## config.mk

```make
export PLATFORM = sky130hd
export DESIGN_NAME = uart_rx_fifo_flat
export DESIGN_NICKNAME = d
export VERILOG_FILES = /design/src/rtl/uart_pkg.sv /design/src/rtl/uart_rx_fifo_if.sv /design/src/rtl/sync_fifo.sv /design/src/rtl/uart_rx_fifo.sv /design/src/flat_wrapper.sv
export SDC_FILE = /design/constraint.sdc
export NUM_CORES = 1
export LEC_CHECK = 0
export ABC_AREA = 1
export CORE_UTILIZATION = 60
export DETAILED_ROUTE_END_ITERATION = 8
export HOLD_SLACK_MARGIN = 0.02
export PLACE_DENSITY = 0.87
export SETUP_SLACK_MARGIN = 0.05
export SYNTH_ARGS = -nofsm -noshare
export SYNTH_HDL_FRONTEND = slang
export SYNTH_SLANG_ARGS = --single-unit
export TNS_END_PERCENT = 5
```

## constraint.sdc

```tcl
create_clock -name clk -period 2.7 [get_ports clk]
set_input_delay 0.405 -clock clk [delete_from_list [all_inputs] [get_ports clk]]
set_output_delay 0.405 -clock clk [all_outputs]
set_load 0.01 [all_outputs]
```

## src/rtl/uart_pkg.sv

```systemverilog
// uart_pkg: shared types and defaults for the UART receive front-end.
//   rx_state_t            receiver FSM state encoding
//   DEFAULT_CLKS_PER_BIT  clk cycles per UART bit (100 MHz / 115200)
//   DEFAULT_FIFO_DEPTH    receive FIFO entries
package uart_pkg;

  typedef enum logic [2:0] {
    IDLE    = 3'd0,
    START   = 3'd1,
    DATA    = 3'd2,
    STOP    = 3'd3,
    BRKWAIT = 3'd4
  } rx_state_t;

  localparam int unsigned DEFAULT_CLKS_PER_BIT = 868;
  localparam int unsigned DEFAULT_FIFO_DEPTH   = 16;

endpackage

```

## src/rtl/uart_rx_fifo_if.sv

```systemverilog
// uart_rx_fifo_if: consumer-side bundle of the UART receive front-end.
//   rx_pop     consumer takes the head byte this cycle
//   err_clr    clears the sticky error flags
//   rxdata     head byte, 8'h00 when empty
//   rx_valid   FIFO non-empty
//   rx_full    FIFO holds its full depth
//   overrun    sticky: a received byte was dropped on a full FIFO
//   frame_err  sticky: a stop bit was sampled low
// Handshake: rxdata is valid whenever rx_valid is high; a byte is consumed on
// every rising edge where rx_valid && rx_pop. rx_pop with rx_valid low is
// ignored. There is no back-pressure towards the serial line.
interface uart_rx_fifo_if;
  logic       rx_pop;
  logic       err_clr;
  logic [7:0] rxdata;
  logic       rx_valid;
  logic       rx_full;
  logic       overrun;
  logic       frame_err;

  modport master (
    input  rx_pop, err_clr,
    output rxdata, rx_valid, rx_full, overrun, frame_err
  );

  modport slave (
    output rx_pop, err_clr,
    input  rxdata, rx_valid, rx_full, overrun, frame_err
  );
endinterface

```

## src/rtl/sync_fifo.sv

```systemverilog
// sync_fifo: first-word-fall-through FIFO with synchronous active-high reset.
//   clk, rst   clock and synchronous reset
//   push, din  write request and data
//   pop        read request (head advances on the edge)
//   dout       head entry, zero when empty
//   empty/full occupancy flags; count = number of entries
//   push_drop  push refused because the FIFO is full and not popping
// A push on a full FIFO is accepted only when a pop frees the slot in the same
// cycle. A pop on an empty FIFO is ignored, even alongside a push.
module sync_fifo #(
  parameter  int WIDTH = 8,
  parameter  int DEPTH = 16,
  localparam int AW    = $clog2(DEPTH),
  localparam int CW    = AW + 1
) (
  input  logic             clk,
  input  logic             rst,
  input  logic             push,
  input  logic             pop,
  input  logic [WIDTH-1:0] din,
  output logic [WIDTH-1:0] dout,
  output logic             empty,
  output logic             full,
  output logic [CW-1:0]    count,
  output logic             push_drop
);

  logic [WIDTH-1:0] mem [DEPTH];
  logic [AW-1:0]    wp, rp;
  logic [CW-1:0]    cnt;
  logic             do_push, do_pop;

  assign empty     = (cnt == '0);
  assign full      = (cnt == CW'(DEPTH));
  assign count     = cnt;
  assign do_pop    = pop && !empty;
  assign do_push   = push && (!full || pop);
  assign push_drop = push && full && !pop;
  assign dout      = empty ? '0 : mem[rp];

  always_ff @(posedge clk) begin
    if (rst) begin
      wp  <= '0;
      rp  <= '0;
      cnt <= '0;
    end else begin
      if (do_push) wp <= wp + AW'(1);
      if (do_pop)  rp <= rp + AW'(1);
      case ({do_push, do_pop})
        2'b10:   cnt <= cnt + CW'(1);
        2'b01:   cnt <= cnt - CW'(1);
        default: cnt <= cnt;
      endcase
    end
  end

  // Storage needs no reset: entries are only visible once counted.
  always_ff @(posedge clk) begin
    if (do_push) mem[wp] <= din;
  end

endmodule

```

## src/rtl/uart_rx_fifo.sv

```systemverilog
// uart_rx_fifo: 8N1 UART receiver feeding a first-word-fall-through FIFO.
//   clk, rst    system clock, synchronous active-high reset
//   rxd         asynchronous serial line, idle high
//   bus         consumer bundle (rx_pop, err_clr, rxdata, rx_valid, rx_full,
//               overrun, frame_err)
//   dbg_state   current receiver FSM state
//   dbg_count   current FIFO occupancy
module uart_rx_fifo
  import uart_pkg::*;
#(
  parameter int CLKS_PER_BIT = DEFAULT_CLKS_PER_BIT,
  parameter int FIFO_DEPTH   = DEFAULT_FIFO_DEPTH
) (
  input  logic                        clk,
  input  logic                        rst,
  input  logic                        rxd,
  uart_rx_fifo_if.master              bus,
  output rx_state_t                   dbg_state,
  output logic [$clog2(FIFO_DEPTH):0] dbg_count
);

  localparam int BCW = $clog2(CLKS_PER_BIT);
  localparam logic [BCW-1:0] BC_HALF = BCW'(CLKS_PER_BIT / 2 - 1);
  localparam logic [BCW-1:0] BC_LAST = BCW'(CLKS_PER_BIT - 1);

  rx_state_t      state, state_n;
  logic           rx_meta, rxs;
  logic [BCW-1:0] bc, bc_n;
  logic [2:0]     idx, idx_n;
  logic [7:0]     shift, shift_n;
  logic           push_pend, push_n;
  logic           ferr_set;
  logic           fifo_drop, fifo_empty, fifo_full;

  // Two-flop synchroniser; resets to the idle line level.
  always_ff @(posedge clk) begin
    if (rst) begin
      rx_meta <= 1'b1;
      rxs     <= 1'b1;
    end else begin
      rx_meta <= rxd;
      rxs     <= rx_meta;
    end
  end

  always_ff @(posedge clk) begin
    if (rst) begin
      state     <= IDLE;
      bc        <= '0;
      idx       <= '0;
      shift     <= '0;
      push_pend <= 1'b0;
    end else begin
      state     <= state_n;
      bc        <= bc_n;
      idx       <= idx_n;
      shift     <= shift_n;
      push_pend <= push_n;
    end
  end

  always_comb begin
    state_n  = state;
    bc_n     = bc + BCW'(1);
    idx_n    = idx;
    shift_n  = shift;
    push_n   = 1'b0;
    ferr_set = 1'b0;
    case (state)
      IDLE: begin
        bc_n = '0;
        if (!rxs) state_n = START;
      end
      START: begin
        // Mid start bit: a high line here means the falling edge was a glitch.
        if (bc == BC_HALF) begin
          bc_n  = '0;
          idx_n = '0;
          state_n = rxs ? IDLE : DATA;
        end
      end
      DATA: begin
        if (bc == BC_LAST) begin
          bc_n         = '0;
          shift_n[idx] = rxs;
          if (idx == 3'd7) state_n = STOP;
          else             idx_n   = idx + 3'd1;
        end
      end
      STOP: begin
        if (bc == BC_LAST) begin
          bc_n = '0;
          if (rxs) begin
            push_n  = 1'b1;
            state_n = IDLE;
          end else begin
            ferr_set = 1'b1;
            state_n  = BRKWAIT;
          end
        end
      end
      BRKWAIT: begin
        // Hold off until the line returns high so a break cannot start frames.
        bc_n = '0;
        if (rxs) state_n = IDLE;
      end
      default: begin
        bc_n    = '0;
        state_n = IDLE;
      end
    endcase
  end

  // shift stays stable through the push cycle: DATA cannot be re-entered
  // within one cycle of leaving STOP.
  sync_fifo #(
    .WIDTH (8),
    .DEPTH (FIFO_DEPTH)
  ) u_fifo (
    .clk       (clk),
    .rst       (rst),
    .push      (push_pend),
    .pop       (bus.rx_pop),
    .din       (shift),
    .dout      (bus.rxdata),
    .empty     (fifo_empty),
    .full      (fifo_full),
    .count     (dbg_count),
    .push_drop (fifo_drop)
  );

  // A set event in the same cycle as err_clr keeps the flag high.
  always_ff @(posedge clk) begin
    if (rst) begin
      bus.overrun   <= 1'b0;
      bus.frame_err <= 1'b0;
    end else begin
      bus.overrun   <= fifo_drop | (bus.overrun & ~bus.err_clr);
      bus.frame_err <= ferr_set  | (bus.frame_err & ~bus.err_clr);
    end
  end

  assign bus.rx_valid = !fifo_empty;
  assign bus.rx_full  = fifo_full;
  assign dbg_state    = state;

endmodule

```

## src/flat_wrapper.sv

```systemverilog
// flat-port wrapper written by rule: the top's interface ports become plain ports
module uart_rx_fifo_flat import uart_pkg::*;
#(
  parameter int CLKS_PER_BIT = DEFAULT_CLKS_PER_BIT,
  parameter int FIFO_DEPTH   = DEFAULT_FIFO_DEPTH
)
  (clk, rst, rxd, dbg_state, dbg_count, bus_rx_pop, bus_err_clr, bus_rxdata, bus_rx_valid, bus_rx_full, bus_overrun, bus_frame_err);
  uart_rx_fifo_if bus_i ();
  input  logic clk;
  input  logic rst;
  input  logic rxd;
  output rx_state_t dbg_state;
  output logic [$clog2(FIFO_DEPTH):0] dbg_count;
  input wire logic [$bits(bus_i.rx_pop)-1:0] bus_rx_pop;
  input wire logic [$bits(bus_i.err_clr)-1:0] bus_err_clr;
  output wire logic [$bits(bus_i.rxdata)-1:0] bus_rxdata;
  output wire logic [$bits(bus_i.rx_valid)-1:0] bus_rx_valid;
  output wire logic [$bits(bus_i.rx_full)-1:0] bus_rx_full;
  output wire logic [$bits(bus_i.overrun)-1:0] bus_overrun;
  output wire logic [$bits(bus_i.frame_err)-1:0] bus_frame_err;
  assign bus_i.rx_pop = bus_rx_pop;
  assign bus_i.err_clr = bus_err_clr;
  assign bus_rxdata = bus_i.rxdata;
  assign bus_rx_valid = bus_i.rx_valid;
  assign bus_rx_full = bus_i.rx_full;
  assign bus_overrun = bus_i.overrun;
  assign bus_frame_err = bus_i.frame_err;
  uart_rx_fifo #(.CLKS_PER_BIT(CLKS_PER_BIT), .FIFO_DEPTH(FIFO_DEPTH)) u_core (.clk(clk), .rst(rst), .rxd(rxd), .bus(bus_i), .dbg_state(dbg_state), .dbg_count(dbg_count));
endmodule
```

==> metrics.cfg, run 1 <==
[synthesis]
synth-edff-count = 128
synth_area_leader_cell = edfxtp_1
post_synth_num_cell_types = 36
syn_inst = 777
synthTopCellsByArea = edfxtp_1 50%, dfxtp_1 12%, nand2_1 12%
synthArstFlopShare_pct = 0
yosysSeqAreaShare_pct = 62.5
yosys_warnings = 0
avgSynthCellArea_sq_um = 9.81
ys_ff_latch = 174
synth_ff_type = edfxtp_1
synth_area_sq_um = 7630
yosys.area.top_type_share_pct = 50.4
syn_nets = 795

[critical_path]
path_class = flop to primary output
worst_path_most_repeated_cell = nand2_1
start_kind = flop
cpMaxStageDelayCell = dfxtp_4
end_kind = primary output
cpPeakStageDelay_ns = 0.48
cp.required_ns = 2.30
path_cells = buf_4 > clkbuf_16 > nand2_1 > nand3_1 > nand3_1 > nand2_1 > nand2_1 > a21oi_1 > dlygate4sd2_1
worstPathMaxFanout = 12
crit_family = buffers and inverters
crit_buf_inv = 3
critical_path_arrival_ns = 2.10

[grt]
overflow = 0
grt_pass1_wl_mm = 27.7
antenna_found_initial = 0
grt_pass1_vias = 5755
grt_max_degree = 33
grt_usage_pct = 28.3

[place]
dpl.hpwl_mm = 10.8
io_buffers = 24
place_congestion = 0.889
dpl_worst_slack_ns = 0.152
place_inst = 966

[clock_network]
cts_tree = yes
insertion_delay_ns = 0.43
htree_levels = 4
ctsRootBufferMaster = clkbuf_16
cts_buffer_depth = 2
numCtsBuffers = 17
cts_hold_buf = 0
clkSlewWorstSetupHoldPaths_ns = 0.06
cts.sinks = 174

[pwr]
ir_worst_vdd_mv = 0.611
intPower_uw = 5290
power_uw = 7860
combPwrFrac_pct = 31.2
power.leakage_uw = 0.00366
seqPwrFrac_pct = 39.0
powerDensity_nw_per_um2 = 885
pwr-share-clk_pct = 29.8
p_sw_uw = 2560
switching_share_pct = 32.6

[timing]
tns_ns = 0
min_period_ns = 2.51
maxSlewViolCount = 0
worst_slack_ns = 0.192
fmax_mhz = 399
rsz0062_at_grt = no
skew_ns = 0.00867
finalHoldViolations = 0
slew_headroom_pct = 46.7
setup_viol = 0
worst_pin_slew_ns = 0.798
final.period_utilization_pct = 92.9

[route]
viasPerCell = 5.73
drt-total-wl_mm = 17.8
avgRoutedWirePerCell_um = 17.7
first_pass_iters = 6
drtIter0Drc = 587
ant_nets = 0
post-route-drc-count = 0
vias = 5783

[layout]
nets = 846
drive_gt1_share_pct = 12.6
fillers = 824
diodes = 0
syn_to_final_growth_pct = 16.4
instances_no_fill = 1009
fin_util_pct = 72.7

[outcome]
status = complete, no violations

[floorplan]
io_pins = 25
die_area_sq_um = 13200
rows = 40
dieWidth_um = 115
core_area_sq_um = 12200
initial_core_util_pct = 62.4
die_h_um = 115

[job]
maxCapViolCount = 0

[hold_path]
hp-class = flop to flop

[Yosys cell counts, types with 7 or more instances]
| library cell | instances |
|---|---|
| nand2_1 | 235 |
| clkbuf_1 | 8 |
| dfxtp_1 | 46 |
| nor2_1 | 59 |
| xor2_1 | 11 |
| o21ai_0 | 7 |
| inv_1 | 43 |
| nand4_1 | 13 |
| edfxtp_1 | 128 |
| nor2_2 | 15 |
| nor3_1 | 7 |
| inv_2 | 8 |
| ha_1 | 13 |
| buf_2 | 15 |
| a21oi_1 | 20 |
| nand3_1 | 118 |
[placed cells by master (no fill, tap or decap), types with 2 or more instances in the layout]
master and count:
nand2_1 234, edfxtp_1 128, nand3_1 118, nor2_1 59, dfxtp_1 45, inv_1 42, buf_4 30, clkbuf_16 21
a21oi_1 20, clkdlybuf4s50_1 16, nor2_2 15, nand4_1 13, ha_1 12, xor2_1 11, inv_2 7, nor3_1 7
o21ai_0 7, clkinv_2 5, nand2_2 4, dlygate4sd2_1 4, dlymetal6s2s_1 4, xnor2_1 3, o21bai_1 3, clkbuf_1 3
a21boi_0 2, or2_2 2, clkbuf_2 2, clkbuf_8 2, buf_6 2, buf_12 2
[worst paths after layout]
kind                                                          start                                  end  slack (ns)  cells past startpoint
worst min register to register            u_core.rx_meta$_SDFF_PP1_                u_core.rxs$_SDFF_PP1_        0.41                      1
worst max-delay path                                           flop                        bus_rxdata[5]        0.19                      9
worst min-delay path                      u_core.rx_meta$_SDFF_PP1_                u_core.rxs$_SDFF_PP1_        0.41                      1
worst max register to register  u_core.u_fifo.count[0]$_SDFFE_PP0P_  u_core.u_fifo.count[4]$_SDFFE_PP0P_        0.25                     15
[through the flow]
stage | hold slack (ns) | cell area [sq um]
after CTS | 0.407 | 8790
after detailed placement | 0.393 | 8150
after floorplan | 0.389 | 7630
final | 0.407 | 8880
after global routing | 0.421 | 8880
after global placement | 0.397 | 8150
[cell type report]
class                           count  area, sq um  area share (%)
Sequential cell                   174         4770            53.7
Multi-Input combinational cell    522         2530            28.5
Timing Repair Buffer               61          593            6.68
Clock buffer                       27          549            6.19
Tap cell                          168          210            2.37
Inverter                           52          201            2.27
Clock inverter                      5         25.0           0.282
[registers in the layout (all words and copies together) (netlist names), named ones only]
signal / flops
u_core.bus.frame_err: 1
u_core.dbg_state: 3
u_core.u_fifo.mem: 128
u_core.idx: 3
u_core.push_pend: 1
u_core.u_fifo.count: 5
u_core.u_fifo.wp: 4
u_core.rxs: 1
u_core.bc: 10
u_core.bus.overrun: 1
u_core.shift: 8
u_core.rx_meta: 1
u_core.u_fifo.rp: 4
[per-layer routing]
metal,global-route usage (%),up-vias,routed length [um],part of all wire (%)
met2,48.9,322,8750,49
met3,5.48,63,1410,7.9
met4,14.8,0,704,4.0
met1,33.9,2689,6960,39
li1,-,2709,-,-
met5,0,-,0,0
[cell families (layout without fill, tap and decap cells)]
logic type | after synthesis | count (layout) | share of synthesized area, %
flops | 174 | 174 | 62.5
fa+ha+maj | 13 | 13 | 2.13
buf+inv | 81 | 145 | 4.40
simple gates | 461 | 461 | 26.7
xor+xnor | 14 | 14 | 1.61
compound gates | 34 | 34 | 2.64
[power by group through the flow]
| stage | Combinational, uW | Sequential [uW] | Clock [uW] |
|---|---|---|---|
| 2_1_floorplan | 1470 | 3070 | 0 |
| 3_3_place_gp | 2150 | 3100 | 0 |
| 3_5_place_dp | 2240 | 3110 | 0 |
| 4_1_cts | 2320 | 3070 | 2340 |
| 5_1_grt | 2670 | 3080 | 2440 |
| 6_report | 2450 | 3060 | 2340 |
[worst register-to-register path: cells and delay by family (launching register included)]
kind / cells / cell delay [ns]
xor+xnor: 1 / 0.21
fa+ha+maj: 2 / 0.45
flops: 1 / 0.43
compound gates: 1 / 0.12
buf+inv: 3 / 0.31
simple gates: 8 / 0.88
[timing repair]
action                     in CTS  in global routing
resized for setup              13                  7
setup buffers                   3                  6
setup endpoints to repair       8                  6
cloned                          1                  1
No activity file was read; power rests on OpenSTA's default activity.
==> inputs of run 2 (changes only) <==
--- a/config.mk
+++ b/config.mk
@@ -6,10 +6,10 @@
 export NUM_CORES = 1
 export LEC_CHECK = 0
 export ABC_AREA = 1
-export CORE_UTILIZATION = 60
+export CORE_UTILIZATION = 40
 export DETAILED_ROUTE_END_ITERATION = 8
 export HOLD_SLACK_MARGIN = 0.02
-export PLACE_DENSITY = 0.87
+export PLACE_DENSITY = 0.65
 export SETUP_SLACK_MARGIN = 0.05
 export SYNTH_ARGS = -nofsm -noshare
 export SYNTH_HDL_FRONTEND = slang
==> constraint.sdc (replaced) <==
create_clock -name clk -period 3.1 [get_ports clk]
set_input_delay 0.465 -clock clk [delete_from_list [all_inputs] [get_ports clk]]
set_output_delay 0.465 -clock clk [all_outputs]
set_load 0.01 [all_outputs]
==> run 2 against run 1 <==
- sequential cell count stayed put
- sequential share of layout area is 0.43 points higher
- global-route usage decreased by 11 points
- via count is 7.5% lower
- design area decreased by 0.79%
- clock power fell by 12%
- total power shrank 15%
- hold slack gained 0.0048 ns
- critical path depth is the same
- die area increased by 49%
- utilization is 26 points lower
==> metrics.cfg, run 2 (synthesized netlist as in run 1, its figures left out) <==
[grt]
overflow = 0  ; unchanged
antenna_found_initial = 0  ; unchanged
grt_usage_pct = 17.6  ; -11 points
grt_pass1_vias = 4965  ; -14%
grt_pass1_wl_mm = 26.3  ; -5.2%
grt_max_degree = 39  ; +18%

[job]
maxCapViolCount = 0  ; unchanged

[floorplan]
dieWidth_um = 140  ; +22%
rows = 50  ; +25%
die_h_um = 140  ; +22%
io_pins = 25  ; unchanged
initial_core_util_pct = 40.8  ; -22 points
die_area_sq_um = 19600  ; +49%
core_area_sq_um = 18700  ; +53%

[timing]
slew_headroom_pct = 45.3  ; -1.4 points
finalHoldViolations = 0  ; unchanged
final.period_utilization_pct = 91.2
maxSlewViolCount = 0  ; unchanged
fmax_mhz = 354
skew_ns = 0.0113  ; +0.00264 ns
setup_viol = 0  ; unchanged
tns_ns = 0  ; unchanged
rsz0062_at_grt = no
worst_pin_slew_ns = 0.819  ; +0.0212 ns
min_period_ns = 2.83

[hold_path]
hp-start = u_core.rx_meta$_SDFF_PP1_
hp-class = flop to flop
worstHoldPathCells = 1  ; unchanged
worstHoldEndpoint = u_core.rxs$_SDFF_PP1_

[critical_path]
r2r_cells = 15  ; unchanged
critical_path_arrival_ns = 2.36  ; +0.26 ns
worstPathMaxFanout = 26  ; +14
start_kind = flop
path_class = flop to primary output
regToRegSetupSlack_ns = 0.62  ; +0.37 ns
r2r-end = u_core.u_fifo.count[4]$_SDFFE_PP0P_
cp.required_ns = 2.63  ; +0.33 ns
r2r_start = u_core.u_fifo.count[2]$_SDFFE_PP0P_
end_kind = primary output

[clock_network]
cts_hold_buf = 0  ; unchanged
numCtsBuffers = 17  ; unchanged
cts_buffer_depth = 2  ; unchanged
cts_tree = yes
ctsRootBufferMaster = clkbuf_16
cts.sinks = 174  ; unchanged
clkSlewWorstSetupHoldPaths_ns = 0.06  ; about the same
htree_levels = 4  ; unchanged
insertion_delay_ns = 0.43  ; about the same

[route]
drtIter0Drc = 359  ; -39%
met3_length_um = 858  ; -39%
viasPerCell = 5.03  ; -12%
first_pass_iters = 5  ; -1
top_layer = met4
wl_met1_mm = 7.64  ; +9.8%
post-route-drc-count = 0  ; unchanged
drt-total-wl_mm = 16.1  ; -9.5%
dr_wl_met2_mm = 7.44  ; -15%
avgRoutedWirePerCell_um = 15.2  ; -14%
ant_nets = 0  ; unchanged
vias = 5348  ; -7.5%

[pwr]
power.leakage_uw = 0.00350  ; -4.3%
ir_worst_vdd_mv = 0.441  ; -28%
powerDensity_nw_per_um2 = 760  ; -14%

[place]
dpl.hpwl_mm = 10.4  ; -3.5%
io_buffers = 24  ; unchanged
place_congestion = 0.832  ; -6.4%
post_dp_cell_area_sq_um = 8210  ; +0.80%

[layout]
nets = 834  ; -1.4%
diodes = 0  ; unchanged
regMostFlops = u_core.u_fifo.mem
layout_commonest_cell = nand2_1
largest_registers = u_core.u_fifo.mem (128), u_core.bc (10), u_core.shift (8)
drive_gt1_share_pct = 11.1  ; -1.5 points
fin_area_sq_um = 8810  ; -0.79%
layout_common_cells = 235 x nand2_1, 128 x edfxtp_1, 118 x nand3_1
syn_to_final_growth_pct = 15.5
fillers = 1751  ; +110%
largest_reg_flops = 128  ; unchanged

[outcome]
status = complete, no violations

[run 2: cell types whose count changed in the layout (fill, tap and decap cells not counted), moves of 4 or more]
| cell | before | now |
|---|---|---|
| clkbuf_16 | 21 | 17 |
| clkdlybuf4s50_1 | 16 | 24 |
| dlymetal6s2s_1 | 4 | 0 |
| dlygate4sd2_1 | 4 | 0 |
| buf_4 | 30 | 23 |
[run 2: metal layers]
layer	up-vias	global-route usage [%]
met1	2508	24.5
met3	18	4.14
met4	0	4.68
li1	2695	-
met5	-	0
met2	127	27.6
[run 2: cell type report]
class / instances / area [sq um] / share of cell area [%]
clock buffers: 17 / 425 / 4.83
multi-input cells: 522 / 2530 / 28.7
flip-flops and latches: 174 / 4770 / 54.1
repair buffers: 49 / 453 / 5.14
well taps: 234 / 293 / 3.32
clock inverters: 15 / 144 / 1.63
inverters: 52 / 199 / 2.26
[run 2: how the worst max path moves through the flow]
stage / slack (ns) / depth (start not counted) / to / start
CTS: 0.17 / 8 / bus_rxdata[1] / flop
floorplan: 0.96 / 16 / u_core.u_fifo.count[4]$_SDFFE_PP0P_ / u_core.u_fifo.count[2]$_SDFFE_PP0P_
detailed placement: 0.52 / 15 / u_core.u_fifo.count[4]$_SDFFE_PP0P_ / bus_rx_pop
global route: 0.1 / 9 / bus_rxdata[5] / flop
global placement: 0.55 / 7 / u_core.u_fifo.mem[7][3]$_DFFE_PP_ / bus_rx_pop
finish: 0.27 / 9 / bus_rxdata[2] / flop
[run 2: power breakdown]
| group | switching [uW] | total [uW] | internal, uW |
|---|---|---|---|
| combinational | 1170 | 1990 | 814 |
| clock | 873 | 2050 | 1180 |
| sequential | 119 | 2660 | 2540 |
[run 2: repair_timing]
item | in CTS | in global routing
gates resized for setup | 0 | 2
setup endpoints to repair | 0 | 7
setup buffers | 0 | 3
[run 2: worst max-delay path, stage by stage, from the launching register on]
cell	delay, ns
dfxtp_4	0.41
inv_2	0.10
buf_4	0.26
nand2_1	0.08
nand3_1	0.08
nand3_1	0.09
nand2_1	0.08
nand2_1	0.05
a21oi_1	0.21
clkdlybuf4s50_1	0.58
[run 2: stage by stage]
stage	instances	power, uW	setup WS [ns]	util, %	hold slack (ns)
after floorplan	777	3950	0.964	-	0.389
after global placement	1028	4650	0.554	43.9	0.392
after detailed placement	1028	4660	0.521	43.9	0.400
after CTS	1060	6720	0.173	46.9	0.416
after global routing	1063	7080	0.0977	47.1	0.456
final	1063	6700	0.274	47.1	0.412
